--- src/rtl/ctrl_pulse_gen_if.sv ---
// Button/pulse bundle for ctrl_pulse_gen.
// master: the side driving the raw buttons (board, bench).
// slave : the pulse generator itself.
interface ctrl_pulse_gen_if;
  logic set_btn;    // raw set button, asynchronous, active-high
  logic load_btn;   // raw load button, asynchronous, active-high
  logic set;        // single-cycle set pulse to the counter
  logic load;       // single-cycle load pulse to the counter
  logic set_held;   // debounced set level (status LED)
  logic load_held;  // debounced load level (status LED)

  modport master (
    output set_btn,
    output load_btn,
    input  set,
    input  load,
    input  set_held,
    input  load_held
  );

  modport slave (
    input  set_btn,
    input  load_btn,
    output set,
    output load,
    output set_held,
    output load_held
  );
endinterface

--- src/rtl/ctrl_pulse_gen.sv ---
// ctrl_pulse_gen: front-end control stage for the 3-bit counter.
// Two raw pushbuttons are synchronised, debounced and edge-detected into
// single-cycle set/load pulses. The two pulses never overlap: a collision is
// resolved by deferring the loser one cycle in a one-deep pending flag.
// Optional feature macro: LOAD_AUTOREPEAT_EN -- while the load button stays
// accepted, a further load event is raised every REPEAT_CYCLES cycles.
module ctrl_pulse_gen #(
  parameter int DB_CYCLES     = 4,   // stable samples needed to accept a change
  parameter int CNT_W         = 8,   // debounce counter width
  parameter int REPEAT_CYCLES = 16   // load auto-repeat interval
) (
  input  logic            clk,
  input  logic            reset,     // asynchronous, active-low
  ctrl_pulse_gen_if.slave bus
);

  typedef enum logic [1:0] {
    IDLE       = 2'd0,
    PRESS_WAIT = 2'd1,
    PRESSED    = 2'd2,
    REL_WAIT   = 2'd3
  } state_t;

  localparam logic [CNT_W-1:0] CNT_LAST = CNT_W'(DB_CYCLES - 1);

  // Elaboration-time parameter sanity checks
  if (DB_CYCLES < 2 || DB_CYCLES > 255) begin : g_bad_db
    $error("ctrl_pulse_gen: DB_CYCLES must be in 2..255");
  end
  if ((DB_CYCLES - 1) >= (2 ** CNT_W)) begin : g_bad_cnt_w
    $error("ctrl_pulse_gen: CNT_W too narrow for DB_CYCLES-1");
  end
  if (REPEAT_CYCLES < 4) begin : g_bad_rpt
    $error("ctrl_pulse_gen: REPEAT_CYCLES must be >= 4");
  end

  // Channel 0 = set, channel 1 = load
  logic [1:0] raw_btn;
  logic [1:0] chan_evt;   // accepted press (or repeat) this cycle
  logic [1:0] chan_held;  // debounced level

  assign raw_btn = {bus.load_btn, bus.set_btn};

  genvar gi;
  for (gi = 0; gi < 2; gi++) begin : g_ch
    logic             sync1_q;
    logic             sync2_q;
    state_t           state_q;
    state_t           state_d;
    logic [CNT_W-1:0] cnt_q;
    logic [CNT_W-1:0] cnt_d;
    logic             press_evt;
    logic             rpt_evt;

    // Two-flop synchroniser for the asynchronous button
    always_ff @(posedge clk or negedge reset) begin
      if (!reset) begin
        sync1_q <= 1'b0;
        sync2_q <= 1'b0;
      end else begin
        sync1_q <= raw_btn[gi];
        sync2_q <= sync1_q;
      end
    end

    // Debounce FSM state and stability counter
    always_ff @(posedge clk or negedge reset) begin
      if (!reset) begin
        state_q <= IDLE;
        cnt_q   <= '0;
      end else begin
        state_q <= state_d;
        cnt_q   <= cnt_d;
      end
    end

    // Debounce next-state: a change is accepted only after DB_CYCLES
    // consecutive synchronised samples disagree with the current level;
    // the counter never passes CNT_LAST because reaching it leaves the wait.
    always_comb begin
      state_d   = state_q;
      cnt_d     = cnt_q;
      press_evt = 1'b0;
      case (state_q)
        IDLE: begin
          cnt_d = '0;
          if (sync2_q) begin
            cnt_d   = CNT_W'(1);
            state_d = PRESS_WAIT;
          end
        end
        PRESS_WAIT: begin
          if (sync2_q) begin
            if (cnt_q >= CNT_LAST) begin
              state_d   = PRESSED;
              cnt_d     = '0;
              press_evt = 1'b1;
            end else begin
              cnt_d = cnt_q + 1'b1;
            end
          end else begin
            // glitch shorter than the debounce window: no pulse
            cnt_d   = '0;
            state_d = IDLE;
          end
        end
        PRESSED: begin
          cnt_d = '0;
          if (!sync2_q) begin
            cnt_d   = CNT_W'(1);
            state_d = REL_WAIT;
          end
        end
        REL_WAIT: begin
          if (!sync2_q) begin
            if (cnt_q >= CNT_LAST) begin
              state_d = IDLE;
              cnt_d   = '0;
            end else begin
              cnt_d = cnt_q + 1'b1;
            end
          end else begin
            // release bounce: back to held, no new event
            cnt_d   = '0;
            state_d = PRESSED;
          end
        end
        default: begin
          state_d = IDLE;
          cnt_d   = '0;
        end
      endcase
    end

`ifdef LOAD_AUTOREPEAT_EN
    if (gi == 1) begin : g_rpt
      localparam int RPT_W = $clog2(REPEAT_CYCLES);
      localparam logic [RPT_W-1:0] RPT_LAST = RPT_W'(REPEAT_CYCLES - 1);
      logic [RPT_W-1:0] rpt_q;
      logic [RPT_W-1:0] rpt_d;

      // Repeat counter runs only while PRESSED, restarts after each repeat
      always_comb begin
        rpt_d = '0;
        if (state_q == PRESSED && rpt_q != RPT_LAST) begin
          rpt_d = rpt_q + 1'b1;
        end
      end

      // Repeat counter register
      always_ff @(posedge clk or negedge reset) begin
        if (!reset) begin
          rpt_q <= '0;
        end else begin
          rpt_q <= rpt_d;
        end
      end

      assign rpt_evt = (state_q == PRESSED) && (rpt_q == RPT_LAST);
    end else begin : g_no_rpt
      assign rpt_evt = 1'b0;
    end
`else
    assign rpt_evt = 1'b0;
`endif

    assign chan_evt[gi]  = press_evt | rpt_evt;
    assign chan_held[gi] = (state_q == PRESSED) || (state_q == REL_WAIT);
  end

  // Arbitration between the two channels
  logic set_q, set_d;
  logic load_q, load_d;
  logic set_pend_q, set_pend_d;
  logic load_pend_q, load_pend_d;
  logic set_req, load_req;

  // A pending request beats a fresh one on the other channel; two fresh
  // requests go to set first. The loser waits one cycle in its pend flag.
  always_comb begin
    set_req     = set_pend_q | chan_evt[0];
    load_req    = load_pend_q | chan_evt[1];
    set_d       = set_req & ~(load_req & load_pend_q & ~set_pend_q);
    load_d      = load_req & ~set_d;
    set_pend_d  = set_req & ~set_d;
    load_pend_d = load_req & ~load_d;
  end

  // Registered pulse outputs and pending flags
  always_ff @(posedge clk or negedge reset) begin
    if (!reset) begin
      set_q       <= 1'b0;
      load_q      <= 1'b0;
      set_pend_q  <= 1'b0;
      load_pend_q <= 1'b0;
    end else begin
      set_q       <= set_d;
      load_q      <= load_d;
      set_pend_q  <= set_pend_d;
      load_pend_q <= load_pend_d;
    end
  end

  assign bus.set       = set_q;
  assign bus.load      = load_q;
  assign bus.set_held  = chan_held[0];
  assign bus.load_held = chan_held[1];

endmodule

--- src/flat_wrapper.sv ---
// flat-port wrapper written by rule: the top's interface ports become plain ports
module ctrl_pulse_gen_flat 
#(
  parameter int DB_CYCLES     = 4,                                              
  parameter int CNT_W         = 8,                            
  parameter int REPEAT_CYCLES = 16                               
)
  (clk, reset, bus_set_btn, bus_load_btn, bus_set, bus_load, bus_set_held, bus_load_held);
  ctrl_pulse_gen_if bus_i ();
  input  logic clk;
  input  logic reset;
  input wire logic [$bits(bus_i.set_btn)-1:0] bus_set_btn;
  input wire logic [$bits(bus_i.load_btn)-1:0] bus_load_btn;
  output wire logic [$bits(bus_i.set)-1:0] bus_set;
  output wire logic [$bits(bus_i.load)-1:0] bus_load;
  output wire logic [$bits(bus_i.set_held)-1:0] bus_set_held;
  output wire logic [$bits(bus_i.load_held)-1:0] bus_load_held;
  assign bus_i.set_btn = bus_set_btn;
  assign bus_i.load_btn = bus_load_btn;
  assign bus_set = bus_i.set;
  assign bus_load = bus_i.load;
  assign bus_set_held = bus_i.set_held;
  assign bus_load_held = bus_i.load_held;
  ctrl_pulse_gen #(.DB_CYCLES(DB_CYCLES), .CNT_W(CNT_W), .REPEAT_CYCLES(REPEAT_CYCLES)) u_core (.clk(clk), .reset(reset), .bus(bus_i));
endmodule
--- config.mk ---
export PLATFORM = sky130hd
export DESIGN_NAME = ctrl_pulse_gen_flat
export DESIGN_NICKNAME = d
export VERILOG_FILES = /design/src/rtl/ctrl_pulse_gen_if.sv /design/src/rtl/ctrl_pulse_gen.sv /design/src/flat_wrapper.sv
export SDC_FILE = /design/constraint.sdc
export NUM_CORES = 1
export LEC_CHECK = 0
export CORE_MARGIN = 2
export CORE_UTILIZATION = 25
export DETAILED_ROUTE_END_ITERATION = 8
export MAX_ROUTING_LAYER = met4
export PLACE_DENSITY = 0.48
export SLEW_MARGIN = 40
export SYNTH_ARGS = -nofsm -noshare
export SYNTH_HDL_FRONTEND = slang
export SYNTH_SLANG_ARGS = --single-unit
--- constraint.sdc ---
create_clock -name clk -period 3.5 [get_ports clk]
set_clock_uncertainty 0.2 [all_clocks]
set_input_delay 0.875 -clock clk [delete_from_list [all_inputs] [get_ports clk]]
set_output_delay 0.875 -clock clk [all_outputs]
set_load 0.05 [all_outputs]
==> impl_metrics.py, run 1 <==
metrics = {
    "routing": {
        "first_iter_violations": 21,
        "viasPerCell": 3.80,
        "wire_per_inst_um": 9.65,
        "vias": 502,
        "drt-total-wl_um": 1270,
        "drt_first_pass_iters": 4,
        "drtAntennaViolNets": 0,
        "drc": 0,
    },
    "sta": {
        "rsz0062_at_grt": "no",
        "setup_tns_ps": 0,
        "holdWs_ps": 154,
        "fin_crit_sh": 0.737,
        "report.final.slew_viol_count": 0,
        "fin_crit_ps": 2580,
        "max_freq_mhz": 388,
        "hold_viol_final": 0,
        "setup_viol": 0,
    },
    "pwr": {
        "p_leak_uw": 0.000519,
        "powerDensity_nw_per_um2": 659,
        "ir_drop_mv": 0.140,
    },
    "setup_path": {
        "crit_slowest_cell": "clkdlybuf4s50_1",
        "cpPeakStageDelay_ps": 820,
        "ff2ff_path_depth": 4,
        "crit_type": "reg2out",
        "cp_top_family": "buffers and inverters",
        "cp_cell_sequence": "clkdlybuf4s50_1",
        "r2r_setup_slack_ps": 1890,
        "crit_arrival_ps": 1510,
        "start_kind": "flip-flop",
        "endpoint_kind": "primary output",
        "path_max_fanout": 4,
        "crit_buf_inv": 1,
        "r2r_start": "u_core.g_ch[0].cnt_q[0]",
        "cp-endpoint": "bus_set_held",
        "cp.depth": 1,
        "crit_required_ps": 2420,
    },
    "die": {
        "die_y_um": 67.2,
        "dieArea_um2": 4510,
        "start_util": 0.266,
        "ios": 8,
        "die_w_um": 67.2,
        "core_um2": 3740,
        "row_count": 22,
    },
    "synthesis": {
        "yosys_warnings": 0,
        "syn_inst": 64,
        "syn-cell-area_um2": 997,
        "async_reset_ff_frac": 1.00,
        "synth_area_per_cell_um2": 15.6,
        "ys_seq_area_frac": 0.703,
        "netlist-cell-type-count": 25,
        "synth_edf_count": 0,
        "ys_seq_elements": 28,
        "synth_ff_type": "dfrtp_1",
    },
    "placed_design": {
        "dp_cells": 129,
        "gp_congestion": 0.716,
        "hpwl_um": 920,
        "port-buffer-count": 7,
    },
    "finish": {
        "fin_cells": 132,
        "n_fill_cell": 398,
        "antenna_cells": 0,
        "layout-drive-gt1-share": 0.167,
        "layout_common_cells": "dfrtp_1 (28), conb_1 (12), clkdlybuf4s50_1 (7), nand2_1 (5), clkbuf_8 (3)",
        "final_common_cell": "dfrtp_1",
        "nets": 92,
        "area_growth_syn_to_layout_pct": 21.2,
        "finish.utilization": 0.323,
    },
    "flow_run": {
        "max-cap-violations": 0,
    },
    "global_routing": {
        "grt_max_degree": 29,
        "grt-ovfl-total": 0,
        "grt_util_all_layers": 0.0735,
        "grt_pass1_vias": 540,
        "grt_pass1_wl_um": 2330,
        "antenna_found_initial": 0,
    },
    "clocking": {
        "postCtsResizedCells": 0,
        "insertion_delay_ps": 270,
        "cts_root_buffer": "clkbuf_8",
        "htree_levels": 1,
        "path_clk_slew_ps": 90,
        "cts.sink_count": 28,
        "cts_buffers": 3,
        "clockBufferDepth": 2,
        "post-cts-setup-buffers": 0,
        "cts_tree": "yes",
        "ctsHoldBuffers": 0,
    },
    "status": {
        "status": "completed",
    },
    "hold_path": {
        "hold_class": "reg2reg",
    },
}
==> layer usage <==
layer  part of all wire  vias to the layer above  track usage
li1                   -                      247            -
met1               0.49                      243       0.0889
met2               0.45                        8        0.105
met3              0.042                        4       0.0250
met4              0.023                        0       0.0459
met5                  0                        -            -
==> metrics by stage <==
step / total power (uW) / cell area (um^2) / setup WS (ps)
5_1_grt: 844 / 1210 / 858
2_1_floorplan: 579 / 1040 / 1600
6_report: 797 / 1210 / 920
3_3_place_gp: 633 / 1170 / 1240
4_1_cts: 808 / 1210 / 908
3_5_place_dp: 639 / 1170 / 1210
==> kinds of logic (layout without fill, tap and decap cells) <==
family,after synthesis,count (layout),share of synthesized area
AOI/OAI and AO/OA,8,8,0.0728
and+or+nand+nor,17,17,0.136
xor gates and xnor gates,2,2,0.0176
other,1,12,0.00376
DFF,28,28,0.703
muxes,2,2,0.0263
adders and majority gates,2,2,0.0251
buffers and inverters,4,13,0.0163
==> power breakdown <==
part	internal (uW)	switching, uW
sequential	372	38.3
combinational	95.7	123
clock	77.1	90.7
total	545	252
==> sequential cells by signal (all words and copies together) (netlist names), named ones only <==
signal,flops
u_core.g_ch.cnt_q,16
u_core.g_ch.sync1_q,2
u_core.bus.set,1
u_core.g_ch.state_q,2
u_core.bus.load,1
u_core.g_ch.sync2_q,2
u_core.set_pend_q,1
u_core.load_pend_q,1
==> worst min path at each step <==
stage | startpoint | slack (ps) | depth (start not counted) | endpoint
global route | u_core.g_ch[1].sync1_q | 170 | 0 | u_core.g_ch[1].sync2_q
CTS | u_core.g_ch[0].sync1_q | 160 | 0 | u_core.g_ch[0].sync2_q
floorplan | u_core.g_ch[0].sync1_q | 130 | 0 | u_core.g_ch[0].sync2_q
finish | u_core.g_ch[0].sync1_q | 150 | 0 | u_core.g_ch[0].sync2_q
detailed placement | u_core.g_ch[0].sync1_q | 140 | 0 | u_core.g_ch[0].sync2_q
global placement | u_core.g_ch[0].sync1_q | 140 | 0 | u_core.g_ch[0].sync2_q
==> Yosys cell counts, drive strengths merged (2+ instances only) <==
library cell,count,area share
dfrtp,28,0.70
nand2,5,0.019
nor3,4,0.030
a211oi,2,0.015
a21oi,2,0.014
ha,2,0.025
inv,2,0.0075
mux2,2,0.026
nor2,2,0.0075
nor4,2,0.043
xnor2,2,0.018
==> cell type report <==
| cell class | instances | area [um^2] | area share |
|---|---|---|---|
| sequential | 28 | 701 | 0.580 |
| inverter | 2 | 7.51 | 0.00621 |
| multi-input combinational | 43 | 322 | 0.266 |
| timing repair buffer | 8 | 77.6 | 0.0642 |
| tap | 48 | 60.1 | 0.0497 |
| clock buffer | 3 | 41.3 | 0.0342 |
==> worst reg2reg max path: cells and delay by family, from the launching register on <==
family / cells / cell delay [ps]
fa+ha+maj: 1 / 230
simple gates: 1 / 230
mux: 1 / 310
flops: 1 / 400
compound gates: 1 / 140
No activity file was read; power rests on OpenSTA's default activity.
==> run 2, diff against run 1 <==
PLACE_DENSITY = 0.49   (was 0.48)
clock period = 2.3 ns   (was 3.5 ns; I/O delays follow)
==> impl_metrics.py, run 2 (synthesis results as in run 1) <==
metrics = {
    "status": {
        "status": "completed",
    },
    "sta": {
        "relSlewSlack": 0.666,
        "setup_tns_ps": 0,
        "report.final.slew_viol_count": 0,
        "hold_viol_final": 0,
        "holdWs_ps": 154,
        "fin_crit_ps": 2170,
        "rsz0062_at_grt": "no",
        "tightest_slew_ps": 499,
        "max_freq_mhz": 462,
        "fin_crit_sh": 0.942,
        "setup_viol": 0,
    },
    "placed_design": {
        "gp_congestion": 0.658,
        "hpwl_um": 859,
        "port-buffer-count": 7,
    },
    "setup_path": {
        "cpPeakStageDelay_ps": 800,
        "cp_cell_sequence": "clkdlybuf4s50_1",
        "start_kind": "flip-flop",
        "crit_buf_inv": 1,
        "path_max_fanout": 1,
        "crit_slowest_cell": "clkdlybuf4s50_1",
        "crit_type": "reg2out",
        "crit_arrival_ps": 1390,
        "endpoint_kind": "primary output",
        "crit_required_ps": 1520,
        "cp_top_family": "buffers and inverters",
    },
    "pwr": {
        "ir_drop_mv": 0.177,
        "powerDensity_nw_per_um2": 1020,
        "p_total_uw": 1250,
        "p_leak_uw": 0.000528,
    },
    "die": {
        "ios": 8,
        "die_y_um": 67.2,
        "start_util": 0.266,
        "row_count": 22,
        "die_w_um": 67.2,
        "core_um2": 3740,
        "dieArea_um2": 4510,
    },
    "global_routing": {
        "grt_pass1_wl_um": 2260,
        "grt_pass1_vias": 529,
        "grt_util_all_layers": 0.0713,
        "antenna_found_initial": 0,
        "grt_max_degree": 29,
        "grt-ovfl-total": 0,
    },
    "routing": {
        "first_iter_violations": 10,
        "viasPerCell": 3.78,
        "drc": 0,
        "wire_per_inst_um": 9.18,
        "drt_first_pass_iters": 3,
        "vias": 503,
        "drtAntennaViolNets": 0,
        "drt-total-wl_um": 1220,
    },
    "flow_run": {
        "max-cap-violations": 0,
    },
    "clocking": {
        "cts_tree": "yes",
        "cts.sink_count": 28,
        "post-cts-setup-buffers": 0,
        "ctsHoldBuffers": 0,
        "clockBufferDepth": 2,
        "postCtsResizedCells": 0,
        "insertion_delay_ps": 270,
        "htree_levels": 1,
        "path_clk_slew_ps": 90,
        "cts_buffers": 3,
        "cts_root_buffer": "clkbuf_8",
    },
    "finish": {
        "n_fill_cell": 395,
        "seq_area_um2": 701,
        "largest-register": "u_core.g_ch.cnt_q",
        "final_common_cell": "dfrtp_1",
        "multi_input_area_um2": 322,
        "antenna_cells": 0,
        "layout-drive-gt1-share": 0.200,
        "largest_register_ffs": 16,
        "nets": 92,
        "area_growth_syn_to_layout_pct": 22.1,
        "layout_common_cells": "dfrtp_1 (28), conb_1 (12), nand2_1 (5), clkdlybuf4s50_1 (5), clkbuf_8 (4)",
    },
    "hold_path": {
        "hold_class": "reg2reg",
    },
}
## run 2: changes by cell type in the layout (fill, tap and decap cells not counted)
cell / delta
buf_4: +2
clkbuf_8: +1
clkdlybuf4s50_1: -2
## run 2: metrics by stage
step	setup slack (ps)	utilization	instances	cell area (um^2)
4_1_cts	125	0.325	133	1220
5_1_grt	93.5	0.325	133	1220
3_3_place_gp	435	0.310	129	1160
6_report	134	0.325	133	1220
3_5_place_dp	431	0.310	129	1160
2_1_floorplan	695	-	75	1040
## run 2: path summary, 6_finish.rpt
path	cells after the start	slack [ps]	startpoint	end
setup / recovery	1	130	u_core.bus.load	bus_load
hold / removal	0	150	u_core.g_ch[0].sync1_q	u_core.g_ch[0].sync2_q
setup reg to reg	4	690	u_core.g_ch[0].cnt_q[0]	flip-flop
hold reg to reg	0	150	u_core.g_ch[0].sync1_q	u_core.g_ch[0].sync2_q
max in group asynchronous	2	1170	reset	async pin
min in group asynchronous	2	470	reset	u_core.g_ch[1].sync1_q
## run 2: cell type report
cell class | instances | share of cell area
timing repair buffer | 8 | 0.0596
inverter | 2 | 0.00617
multi-input combinational | 43 | 0.264
clock buffer | 4 | 0.0452
tap | 48 | 0.0493
sequential | 28 | 0.576
## run 2: where the power goes
part           switching (uW)  internal, uW
combinational             190           139
clock                     143           153
sequential               55.5           566
total                     389           859
## run 2: metal layers
metal,track usage,routed length (um),up-vias
li1,-,-,248
met1,0.0791,565,244
met2,0.113,580,7
met3,0.0200,43,4
met4,0.0459,32,0
met5,-,0,-
